**config.mk**
```make
export PLATFORM = sky130hd
export DESIGN_NAME = ram_banked_ctrl
export DESIGN_NICKNAME = d
export VERILOG_FILES = /design/src/rtl/ram_banked_pkg.sv /design/src/rtl/ram_banked_scrub.sv /design/src/rtl/ram_banked_ctrl.sv
export SDC_FILE = /design/constraint.sdc
export NUM_CORES = 1
export LEC_CHECK = 0
export ABC_AREA = 0
export ABC_CLOCK_PERIOD_IN_PS = 2730
export CAP_MARGIN = 20
export CORE_AREA = 4 4 122 124
export CTS_BUF_LIST = sky130_fd_sc_hd__clkbuf_2 sky130_fd_sc_hd__clkbuf_4 sky130_fd_sc_hd__clkbuf_8
export CTS_CLUSTER_SIZE = 30
export DETAILED_ROUTE_END_ITERATION = 12
export DIE_AREA = 0 0 126 128
export GPL_TIMING_DRIVEN = 1
export PLACE_DENSITY = 0.69
export SYNTH_ARGS = -nofsm -noshare
export SYNTH_HDL_FRONTEND = slang
export SYNTH_HIERARCHICAL = 1
export SYNTH_SLANG_ARGS = --single-unit
```
**constraint.sdc**
```tcl
create_clock -name clk_i -period 2.73 [get_ports clk_i]
set_clock_uncertainty 0.2 [all_clocks]
set_input_delay 0.273 -clock clk_i [delete_from_list [all_inputs] [get_ports clk_i]]
set_output_delay 0.273 -clock clk_i [all_outputs]
set_load 0.01 [all_outputs]
```
**src/rtl/ram_banked_pkg.sv**
```systemverilog
// rtl/ram_banked_pkg.sv - shared state type and address-to-bank helpers for the banked RAM controller
package ram_banked_pkg;

    typedef enum logic {
        ST_SCRUB = 1'b0,
        ST_RUN   = 1'b1
    } state_e;

    // Bank index for a flat word address; callers truncate to their index width.
    function automatic logic [31:0] bank_sel(input logic [31:0] addr, input int unsigned aw,
                                             input int unsigned bw, input bit interleave);
        logic [31:0] mask;
        mask = (32'd1 << bw) - 32'd1;
        if (bw == 0) begin
            return '0;
        end
        if (interleave) begin
            return addr & mask;
        end
        return (addr >> (aw - bw)) & mask;
    endfunction

    function automatic logic [31:0] bank_word(input logic [31:0] addr, input int unsigned aw,
                                              input int unsigned bw, input bit interleave);
        if (interleave) begin
            return addr >> bw;
        end
        return addr & ((32'd1 << (aw - bw)) - 32'd1);
    endfunction

endpackage

```
**src/rtl/ram_banked_scrub.sv**
```systemverilog
// rtl/ram_banked_scrub.sv - zero-scrub sequencer: walks every bank word once, then hands over to normal service
module ram_banked_scrub
    import ram_banked_pkg::*;
#(
    parameter int unsigned BankDepth    = 512,
    parameter int unsigned AddrW        = 9,
    parameter int unsigned ScrubOnReset = 1
) (
    input  logic             clk_i,
    input  logic             rst_ni,
    input  logic             init_req_i,
    output logic             active_o,
    output logic [AddrW-1:0] addr_o,
    output logic             done_o
);

    localparam state_e ResetState = (ScrubOnReset != 0) ? ST_SCRUB : ST_RUN;

    state_e           state_q, state_d;
    logic [AddrW-1:0] cnt_q, cnt_d;
    logic             done_q, done_d;

    always_comb begin
        state_d = state_q;
        cnt_d   = cnt_q;
        done_d  = done_q;
        unique case (state_q)
            ST_SCRUB: begin
                // init_req_i is deliberately not looked at here: a running scrub never restarts.
                cnt_d = cnt_q + 1'b1;
                if (cnt_q == AddrW'(BankDepth - 1)) begin
                    state_d = ST_RUN;
                    cnt_d   = '0;
                    done_d  = 1'b1;
                end
            end
            ST_RUN: begin
                if (init_req_i) begin
                    state_d = ST_SCRUB;
                    cnt_d   = '0;
                    done_d  = 1'b0;
                end
            end
            default: state_d = ResetState;
        endcase
    end

    always_ff @(posedge clk_i or negedge rst_ni) begin
        if (!rst_ni) begin
            state_q <= ResetState;
            cnt_q   <= '0;
            done_q  <= (ScrubOnReset == 0);
        end else begin
            state_q <= state_d;
            cnt_q   <= cnt_d;
            done_q  <= done_d;
        end
    end

    assign active_o = (state_q == ST_SCRUB);
    assign addr_o   = cnt_q;
    assign done_o   = done_q;

endmodule

```
**src/rtl/ram_banked_ctrl.sv**
```systemverilog
// rtl/ram_banked_ctrl.sv - SRAM-port to NumBanks single-port bank controller with scrub and read-return pipeline
module ram_banked_ctrl
    import ram_banked_pkg::*;
#(
    parameter int unsigned Width        = 32,
    parameter int unsigned Depth        = 2048,
    parameter int unsigned NumBanks     = 4,
    parameter int unsigned Interleave   = 1,
    parameter int unsigned OutputReg    = 0,
    parameter int unsigned ScrubOnReset = 1,
    localparam int unsigned Aw          = $clog2(Depth),
    localparam int unsigned Bw          = $clog2(NumBanks),
    localparam int unsigned BankDepth   = Depth / NumBanks,
    localparam int unsigned BankAw      = Aw - Bw
) (
    input  logic                      clk_i,
    input  logic                      rst_ni,
    input  logic                      req_i,
    output logic                      gnt_o,
    input  logic                      we_i,
    input  logic [Aw-1:0]             addr_i,
    input  logic [Width-1:0]          wdata_i,
    input  logic [Width-1:0]          wmask_i,
    output logic [Width-1:0]          rdata_o,
    output logic                      rvalid_o,
    input  logic                      init_req_i,
    output logic                      init_done_o,
    output logic [NumBanks-1:0]       bank_req_o,
    output logic                      bank_we_o,
    output logic [BankAw-1:0]         bank_addr_o,
    output logic [Width-1:0]          bank_wdata_o,
    output logic [Width-1:0]          bank_wmask_o,
    input  logic [NumBanks*Width-1:0] bank_rdata_i
);

    localparam int unsigned BwS = (Bw > 0) ? Bw : 1;

    logic              scrub_active;
    logic              scrub_done;
    logic [BankAw-1:0] scrub_addr;
    logic [BwS-1:0]    bank_idx;
    logic [BankAw-1:0] word_addr;
    logic              accept;

    ram_banked_scrub #(
        .BankDepth   (BankDepth),
        .AddrW       (BankAw),
        .ScrubOnReset(ScrubOnReset)
    ) u_scrub (
        .clk_i     (clk_i),
        .rst_ni    (rst_ni),
        .init_req_i(init_req_i),
        .active_o  (scrub_active),
        .addr_o    (scrub_addr),
        .done_o    (scrub_done)
    );

    always_comb begin
        bank_idx  = BwS'(bank_sel(32'(addr_i), Aw, Bw, Interleave != 0));
        word_addr = BankAw'(bank_word(32'(addr_i), Aw, Bw, Interleave != 0));
    end

    assign gnt_o       = !scrub_active && !init_req_i;
    assign accept      = req_i && gnt_o;
    assign init_done_o = scrub_done;

    always_comb begin
        bank_req_o   = '0;
        bank_we_o    = we_i;
        bank_addr_o  = word_addr;
        bank_wdata_o = wdata_i;
        bank_wmask_o = wmask_i;
        // Banks are left untouched while reset is held, even though the scrub state is already loaded.
        if (!rst_ni) begin
            bank_req_o = '0;
        end else if (scrub_active) begin
            bank_req_o   = '1;
            bank_we_o    = 1'b1;
            bank_addr_o  = scrub_addr;
            bank_wdata_o = '0;
            bank_wmask_o = '1;
        end else if (accept) begin
            bank_req_o[bank_idx] = 1'b1;
        end
    end

    logic           rd_pend_q, rd_pend_d;
    logic [BwS-1:0] rd_bank_q, rd_bank_d;
    logic [Width-1:0] rd_mux;

    always_comb begin
        rd_pend_d = accept && !we_i;
        rd_bank_d = accept ? bank_idx : rd_bank_q;
    end

    always_ff @(posedge clk_i or negedge rst_ni) begin
        if (!rst_ni) begin
            rd_pend_q <= 1'b0;
            rd_bank_q <= '0;
        end else begin
            rd_pend_q <= rd_pend_d;
            rd_bank_q <= rd_bank_d;
        end
    end

    always_comb begin
        rd_mux = '0;
        for (int k = 0; k < NumBanks; k++) begin
            if (rd_bank_q == BwS'(k)) begin
                rd_mux = bank_rdata_i[k*Width +: Width];
            end
        end
    end

    if (OutputReg != 0) begin : g_oreg
        logic             rvalid_q, rvalid_d;
        logic [Width-1:0] rdata_q, rdata_d;

        always_comb begin
            rvalid_d = rd_pend_q;
            rdata_d  = rd_pend_q ? rd_mux : rdata_q;
        end

        always_ff @(posedge clk_i or negedge rst_ni) begin
            if (!rst_ni) begin
                rvalid_q <= 1'b0;
                rdata_q  <= '0;
            end else begin
                rvalid_q <= rvalid_d;
                rdata_q  <= rdata_d;
            end
        end

        assign rvalid_o = rvalid_q;
        assign rdata_o  = rdata_q;
    end else begin : g_ocomb
        assign rvalid_o = rd_pend_q;
        assign rdata_o  = rd_pend_q ? rd_mux : '0;
    end

endmodule

```
# ---- Word level (Yosys, flattened, before mapping)
# Index checks and enable logic that the tools add are counted.
# Widths: inputs -> output; s select.
dict set report word_totals {
  register_bits 14
  out_inout_bits 113
  elab_cells 50
}
dict set report classes {
  mux 27
  magnitude_cmp 2
  n_eq_ne 6
  bitwise 1
  n_reduce_logical 8
  n_addsub 1
}
# operator count
set op_table {}
lappend op_table {{$mux 32} 9}
lappend op_table {{$mux 9} 4}
lappend op_table {{$pmux 9 s2} 1}
lappend op_table {{$mux 4} 3}
lappend op_table {{$add 9x1->9 const B} 1}
lappend op_table {{$eq 9x9->1 const B} 1}
lappend op_table {{$mux 1} 7}
lappend op_table {{$eq 2x2->1 const B} 2}
lappend op_table {{$logic_and 1x1->1} 4}
lappend op_table {{$pmux 1 s2} 2}
lappend op_table {{$lt 2x3->1 const B} 1}
lappend op_table {{$demux 1 s2} 1}
lappend op_table {{$eq 2x1->1 const B} 1}
lappend op_table {{$ge 2x1->1 const B} 1}
lappend op_table {{$logic_not 1->1} 2}
lappend op_table {{$logic_not 2->1} 1}
lappend op_table {{$ne 2x1->1 const B} 1}
lappend op_table {{$ne 2x2->1 const B} 1}
lappend op_table {{$reduce_and 2->1} 1}
lappend op_table {{$not 1->1} 1}

# ---- Logic depth before layout (Yosys ltp)
# Gate-level depths: netlist (run 1).
dict set report logic_depth {
  depth_word 7
  depth_mapped 7
  mapped_depth_nobuf 7
}

# ---- By module
# Netlist (run 1), hierarchy kept.
# mod area_per_inst_um2 instances cells_per_inst
set by_module_without_submodules {}
lappend by_module_without_submodules {ram_banked_ctrl 1699.1 1 210}
lappend by_module_without_submodules {ram_banked_scrub 533.0 1 56}

# ---- Least setup slack after synthesis (run 1)
# OpenSTA, ideal clock, no wires.
dict set report synth_path {
  path_kind {reg2reg}
  from {register u_scrub.cnt_q[0], in the netlist u_scrub/addr_o[0]}
  to {register u_scrub.cnt_q[7], in the netlist u_scrub/addr_o[7]}
  path_stages_with_launch 8
  setup_slack_ns 0.646
  path_buffers 0
  t_required_ns 2.461
  setup_ns 0.069
  arrival_time_ns 1.815
  cell_sequence {dfrtp_1 ha_1 nand3_1 nor3_1 ha_1 or2_4 or4_1 nand3_1}
}
dict set report synth_between {
  elab_chain_cells 3
}
# element line_no
set synth_lines {}
lappend synth_lines {{start, declared} ram_banked_scrub.sv:20} ;# logic [AddrW-1:0] cnt_q, cnt_d;
lappend synth_lines {{start signal, assigned} ram_banked_scrub.sv:55} ;# cnt_q <= cnt_d;
lappend synth_lines {{$add 9x1->9 / $eq 9x9->1 (equally long branches)} {ram_banked_scrub.sv:30, ram_banked_scrub.sv:31}}
lappend synth_lines {{$mux 9 (*)} ram_banked_scrub.sv:31} ;# if (cnt_q == AddrW'(BankDepth - 1)) begin
lappend synth_lines {{$pmux 9 s2 (*)} ram_banked_scrub.sv:27} ;# unique case (state_q)
# Every way passes the cells marked *; elsewhere a longest branch is shown, timed or not.
# A chain may end at the register's enable or synchronous reset.

# ---- Worst setup path after layout (run 1)
dict set report layout_path {
  from {register u_scrub.state_q}
  to {output bank_addr_o[5]}
}
dict set report layout_between {
  elab_chain_cells 2
}
# element line_no
set layout_lines {}
lappend layout_lines {{start, declared} ram_banked_scrub.sv:19} ;# state_e state_q, state_d;
lappend layout_lines {{start signal, assigned} ram_banked_scrub.sv:50} ;# state_q <= ResetState;
lappend layout_lines {{start signal, assigned} ram_banked_scrub.sv:54} ;# state_q <= state_d;
lappend layout_lines {{$mux 9} ram_banked_ctrl.sv:76} ;# end else if (scrub_active) begin
lappend layout_lines {{$mux 9} ram_banked_ctrl.sv:74} ;# if (!rst_ni) begin
lappend layout_lines {{end, declared} ram_banked_ctrl.sv:30} ;# output logic [BankAw-1:0] bank_addr_o,
# Every way passes these cells.

==> results of run 1 <==
-- path summary, 6_finish.rpt --
path | start | end | slack, ps | cells past startpoint
setup / recovery | u_scrub/state_q$_DFF_PN0_ | bank_addr_o[5] | 180 | 5
hold / removal | rst_ni | u_scrub/addr_o[5]$_DFFE_PN0P_ | 210 | 2
setup reg to reg | u_scrub/addr_o[0]$_DFFE_PN0P_ | u_scrub/addr_o[7]$_DFFE_PN0P_ | 450 | 7
hold reg to reg | rd_bank_q[1]$_DFFE_PN0P_ | rd_bank_q[1]$_DFFE_PN0P_ | 340 | 1
max in group asynchronous | rst_ni | rd_bank_q[0]$_DFFE_PN0P_ | 1910 | 2
min in group clk_i | rd_bank_q[1]$_DFFE_PN0P_ | rd_bank_q[1]$_DFFE_PN0P_ | 340 | 1
-- synth_stat cells --
master / n
o22ai_1: 33
nand2_1: 9
buf_1: 2
and4b_1: 1
o211ai_1: 3
and2_1: 32
buf_6: 8
nand3_1: 6
nor2b_1: 2
nor4b_1: 1
xor2_1: 1
nor3b_1: 1
nor3_1: 2
dfrtp_1: 14
buf_4: 1
nand2_2: 1
o21a_1: 4
or4_1: 3
nor2_1: 3
nand4_1: 1
clkbuf_1: 5
buf_2: 3
nor4bb_1: 2
nand2b_1: 34
a21oi_1: 2
clkbuf_2: 3
mux2_2: 11
inv_1: 3
o21ai_0: 5
or2_4: 1
ha_1: 2
a22o_1: 2
mux2i_1: 64
or3_1: 1
-- metal layers --
metal / vias to the layer above / wire, um / GRT usage, %
met5: - / 0 / 0
met4: 0 / 189 / 2.839
met3: 12 / 643 / 2.375
met2: 108 / 7285 / 27.64
met1: 1547 / 5323 / 17.82
li1: 1594 / - / -
-- final cells by class --
cell class,instances,share of cell area [%]
Timing Repair Buffer,331,58.55
Multi-Input combinational cell,227,30.20
Sequential cell,14,6.229
Tap cell,180,3.962
Clock buffer,4,0.8585
Inverter,3,0.1981
-- logic make-up (layout without fill, tap and decap cells) --
logic type	count (synthesis)	in the layout
AO/OA/AOI/OAI	49	49
XOR/XNOR	1	1
adder cells (fa/ha/maj)	2	2
buffers and inverters	25	338
flip-flops	14	14
multiplexers	75	75
AND/OR/NAND/NOR	100	100
-- per-stage QoR --
step,area [um2],std cells
floorplan,2232,266
global placement,5610,754
detailed placement,5610,754
CTS,5659,758
global route,5684,759
finish,5684,759
-- worst max-delay path, cell delays in order, from the launching register on --
cell and delay, ps:
dfrtp_1 430, inv_1 180, nand2_2 180, buf_12 200, mux2_2 360, clkdlybuf4s50_1 480
-- state kept, by name, summed over array words and instances (netlist names) --
signal,cells
rd_bank_q,2
rvalid_o,1
u_scrub/addr_o,9
u_scrub/done_o,1
u_scrub/state_q,1
-- where the power goes --
group	internal (uW)	switching, uW	leakage [uW]
sequential	269	120	0.000177
combinational	846	503	0.00204
clock	113	71.6	0.0000262
total	1230	695	0.00224
==> flow_summary.yaml, run 1 <==
place:
  dp_hpwl_um: 11160
  io_buffers: 320
  preCtsSetupSlack_ps: 278.4
  gp_congestion: 0.9383
route:
  wirelength_um: 13440
  drtAntennaViolNets: 0
  drc: 0
  vias: 3261
  wl_per_cell_um: 17.71
  dr.pass1.iters: 5
  routed_via_density: 4.296
  drtIter0Drc: 114
yosys:
  yosys.area_share.adder_pct: 1.121
  synth_seq_cells: 14
  synth.area.mux_share_pct: 34.25
  synth.largest_area_cell: "mux2i_1"
  synth_top_family_by_area: "multiplexers"
  synth-compound-area-share_pct: 13.96
  ys_types: 34
  synthTopCellsByArea: "mux2i_1 29%, dfrtp_1 16%, nand2b_1 9.5%"
  synth_xor_area_share_pct: 0.3924
  synth_simple_gate_area_share_pct: 27.19
  synth_area_per_cell_um2: 8.392
  ys_warn_count: 6
  synthCells: 266
  synth.top_cell.area_share_pct: 28.70
  synth_nets: 476
  synth_area_mm2: 0.002232
  ys_seq_area_share_pct: 15.70
timing:
  fin_crit_ps: 2554
  max_freq_mhz: 391.6
  fin_ws_ps: 176.2
  relSlewSlack_pct: 59.63
  finalHoldViolations: 0
  hold_ws_ps: 212.8
  tns_ps: 0
  min_period_over_period_pct: 93.55
  rsz0062_at_grt: "no"
  setup_violations: 0
  slew_violations: 0
  worstMarginPinSlew_ps: 604.3
power_and_ir_drop:
  p_leak_uw: 0.002240
  power_uw: 1923
  power.density_mw_per_mm2: 338.3
  ir_drop_v: 0.0003397
die:
  ioPinCount: 321
  die_area_mm2: 0.01613
  rows: 43
  die_h_um: 128
  die_x_um: 126
  coreArea_mm2: 0.01377
  initial_core_util_pct: 16.21
worst_setup_path:
  crit_path_max_fanout: 37
  worstSetupPathType: "reg -> out"
  critPathRequiredTime_ps: 2260
  start_kind: "flop"
  arrival_ps: 2080
  endpoint_kind: "output port"
layout:
  drive_gt1_share_pct: 5.009
  n_fill_cell: 1368
  multi_input_area_mm2: 0.001717
  area_growth_pct: 154.7
  fin_util_pct: 41.27
  nets: 790
  mostFrequentLayoutCells: "320 x clkdlybuf4s50_1, 64 x mux2i_1, 34 x nand2b_1"
  regArea_um2: 354.1
  n_antenna_cell: 0
  layout_commonest_cell: "clkdlybuf4s50_1"
cts:
  cts_made_buffers: 3
  cts_setup_buffers: 0
  clockBufferDepth: 2
  cts_tree: "built"
  clk_latency_ps: 250
  cts-resized-gates: 0
  path_clk_slew_ps: 60
  clock_sinks: 14
  postCtsHoldBufs: 0
  clock-root-buffer: "clkbuf_8"
  h-tree-depth: 1
global_routing:
  grt_max_degree: 75
  grt_pass1_vias: 3361
  antenna_found_initial: 0
  globalRouteTotalUtil_pct: 14.75
  grt_pass1_wl_um: 19350
  grt-ovfl-total: 0
outcome:
  status: "finished clean"
min_path:
  worstHoldPathType: "in -> async"
flow_run:
  maxCapViolations: 0
(Power assumes the default switching activity.)
==> run 2, diff against run 1 <==
--- a/config.mk
+++ b/config.mk
@@ -8,13 +8,16 @@
 export ABC_AREA = 0
 export ABC_CLOCK_PERIOD_IN_PS = 2730
 export CAP_MARGIN = 20
-export CORE_AREA = 4 4 122 124
+export CELL_PAD_IN_SITES_DETAIL_PLACEMENT = 0
+export CELL_PAD_IN_SITES_GLOBAL_PLACEMENT = 1
+export CORE_ASPECT_RATIO = 1.4
+export CORE_MARGIN = 4
+export CORE_UTILIZATION = 15
 export CTS_BUF_LIST = sky130_fd_sc_hd__clkbuf_2 sky130_fd_sc_hd__clkbuf_4 sky130_fd_sc_hd__clkbuf_8
 export CTS_CLUSTER_SIZE = 30
 export DETAILED_ROUTE_END_ITERATION = 12
-export DIE_AREA = 0 0 126 128
 export GPL_TIMING_DRIVEN = 1
-export PLACE_DENSITY = 0.69
+export PLACE_DENSITY = 0.94
 export SYNTH_ARGS = -nofsm -noshare
 export SYNTH_HDL_FRONTEND = slang
 export SYNTH_HIERARCHICAL = 1
==> run 2 against run 1 <==
  * Sequential power down 6.9%
  * Largest cell class unchanged
  * Critical path depth unchanged
  * Highest routed layer unchanged
  * Combinational power about the same
  * Final area down 0.13%
  * Largest power group unchanged
==> flow_summary.yaml, run 2 (synthesis results as in run 1) <==
global_routing:
  grt_pass1_wl_um: 20260
  grt_max_degree: 69
  globalRouteTotalUtil_pct: 14.59
  grt_pass1_vias: 3522
  grt-ovfl-total: 0
  antenna_found_initial: 0
layout:
  nets: 789
  fin_util_pct: 39.13
  drive_gt1_share_pct: 4.844
  n_fill_cell: 1442
  area_growth_pct: 154.3
  regArea_um2: 354.1
  final_cell_area_mm2: 0.005677
  multi_input_area_mm2: 0.001717
  n_antenna_cell: 0
  layout_commonest_cell: "clkdlybuf4s50_1"
  largest_reg_flops: 9
  mostFrequentLayoutCells: "320 x clkdlybuf4s50_1, 64 x mux2i_1, 34 x nand2b_1"
worst_setup_path:
  reg2reg_slack_ps: 440
  worstSetupPathType: "reg -> out"
  arrival_ps: 2000
  start_kind: "flop"
  crit_chain: "inv_1 -> nand2_2 -> buf_12 -> mux2_2 -> clkdlybuf4s50_1"
  crit_buf_inv: 3
  slowest_stage: "clkdlybuf4s50_1"
  crit_family: "buffers and inverters"
  r2r_end: "u_scrub/addr_o[7]$_DFFE_PN0P_"
  endpoint_kind: "output port"
  crit_path_max_fanout: 68
  worstReg2RegStart: "u_scrub/addr_o[0]$_DFFE_PN0P_"
  critPathRequiredTime_ps: 2260
  slowest_delay_ps: 480
  r2r_cells: 7
timing:
  fin_ws_ps: 253.0
  relSlewSlack_pct: 60.64
  min_period_over_period_pct: 90.73
  setup_violations: 0
  tns_ps: 0
  max_freq_mhz: 403.7
  fin_crit_ps: 2477
  worstMarginPinSlew_ps: 589.2
  rsz0062_at_grt: "no"
  slew_violations: 0
  finalHoldViolations: 0
place:
  preCtsSetupSlack_ps: 289.1
  gp_congestion: 0.9651
  io_buffers: 320
  place_area_mm2: 0.005622
  dp_hpwl_um: 11460
die:
  coreArea_mm2: 0.01451
  initial_core_util_pct: 15.38
  die_h_um: 152.3
  ioPinCount: 321
  rows: 52
  die_area_mm2: 0.01692
  die_x_um: 111.1
cts:
  clock_sinks: 14
  clk_latency_ps: 240
  postCtsHoldBufs: 0
  clockBufferDepth: 2
  path_clk_slew_ps: 60
  cts_made_buffers: 3
  h-tree-depth: 1
  cts_tree: "built"
  clock-root-buffer: "clkbuf_8"
  cts-resized-gates: 0
  cts_setup_buffers: 0
outcome:
  status: "finished clean"
route:
  drc: 0
  drtIter0Drc: 151
  wl_per_cell_um: 17.49
  drtAntennaViolNets: 0
  vias: 3336
  dr.pass1.iters: 4
  routed_via_density: 4.349
  wirelength_um: 13420
power_and_ir_drop:
  intPower_uw: 1223
  seqPwrFrac_pct: 19.0
  ir_drop_v: 0.0002588
  combPwrFrac_pct: 70.5
  power_frac_clock_pct: 10.5
  p_leak_uw: 0.002230
  power.density_mw_per_mm2: 335.9
  p_sw_share_pct: 35.84
  p_switching_uw: 683.4
  power_uw: 1907
min_path:
  worstHoldPathType: "in -> async"
flow_run:
  maxCapViolations: 0
## run 2: cell types whose count changed in the layout (fill, tap and decap cells not counted)
cell | previous run | this run
clkbuf_16 | 1 | 0
clkbuf_4 | 1 | 0
clkbuf_8 | 3 | 4
## run 2: how the worst max path moves through the flow
stage / start / endpoint / slack [ps] / cells past startpoint
2_1_floorplan: u_scrub/addr_o[0]$_DFFE_PN0P_ / u_scrub/addr_o[7]$_DFFE_PN0P_ / 650 / 7
3_3_place_gp: init_req_i / bank_req_o[1] / 250 / 5
3_5_place_dp: init_req_i / bank_req_o[2] / 290 / 5
4_1_cts: rd_bank_q[0]$_DFFE_PN0P_ / rdata_o[10] / 200 / 4
5_1_grt: rd_bank_q[0]$_DFFE_PN0P_ / rdata_o[10] / 130 / 4
6_report: u_scrub/state_q$_DFF_PN0_ / bank_addr_o[8] / 250 / 5
## run 2: cell type report
type,instances,share of cell area [%]
Multi-Input combinational cell,227,30.24
Tap cell,189,4.166
Sequential cell,14,6.238
Inverter,3,0.1984
Timing Repair Buffer,330,58.19
Clock buffer,4,0.9698
## run 2: power groups by stage
stage          sequential, uW  combinational (uW)  clock (uW)
3_3_place_gp              365                1320           0
6_report                  362                1340         201
5_1_grt                   376                1440         216
4_1_cts                   364                1350         209
2_1_floorplan             317                 760           0
3_5_place_dp              368                1340           0
## run 2: per-layer routing
layer  vias to the layer above  global-route usage [%]  part of all wire (%)
met1                      1517                   15.86                    36
met5                         -                       0                     0
met3                        20                   4.847                   9.4
li1                       1596                       -                     -
met2                       203                   27.31                    52
met4                         0                   3.188                   2.2
## run 2: stage by stage
step	hold slack (ps)	instances
6_report	212.8	767
5_1_grt	245.2	767
4_1_cts	221.9	767
3_5_place_dp	327.6	763
3_3_place_gp	321.3	763
2_1_floorplan	-222.6	266
==> run 3, diff against run 2 <==
--- a/config.mk
+++ b/config.mk
@@ -5,7 +5,6 @@
 export SDC_FILE = /design/constraint.sdc
 export NUM_CORES = 1
 export LEC_CHECK = 0
-export ABC_AREA = 0
 export ABC_CLOCK_PERIOD_IN_PS = 2730
 export CAP_MARGIN = 20
 export CELL_PAD_IN_SITES_DETAIL_PLACEMENT = 0
==> results of run 3 <==
The final DEF is identical to that of run 2; final timing and power are the same.
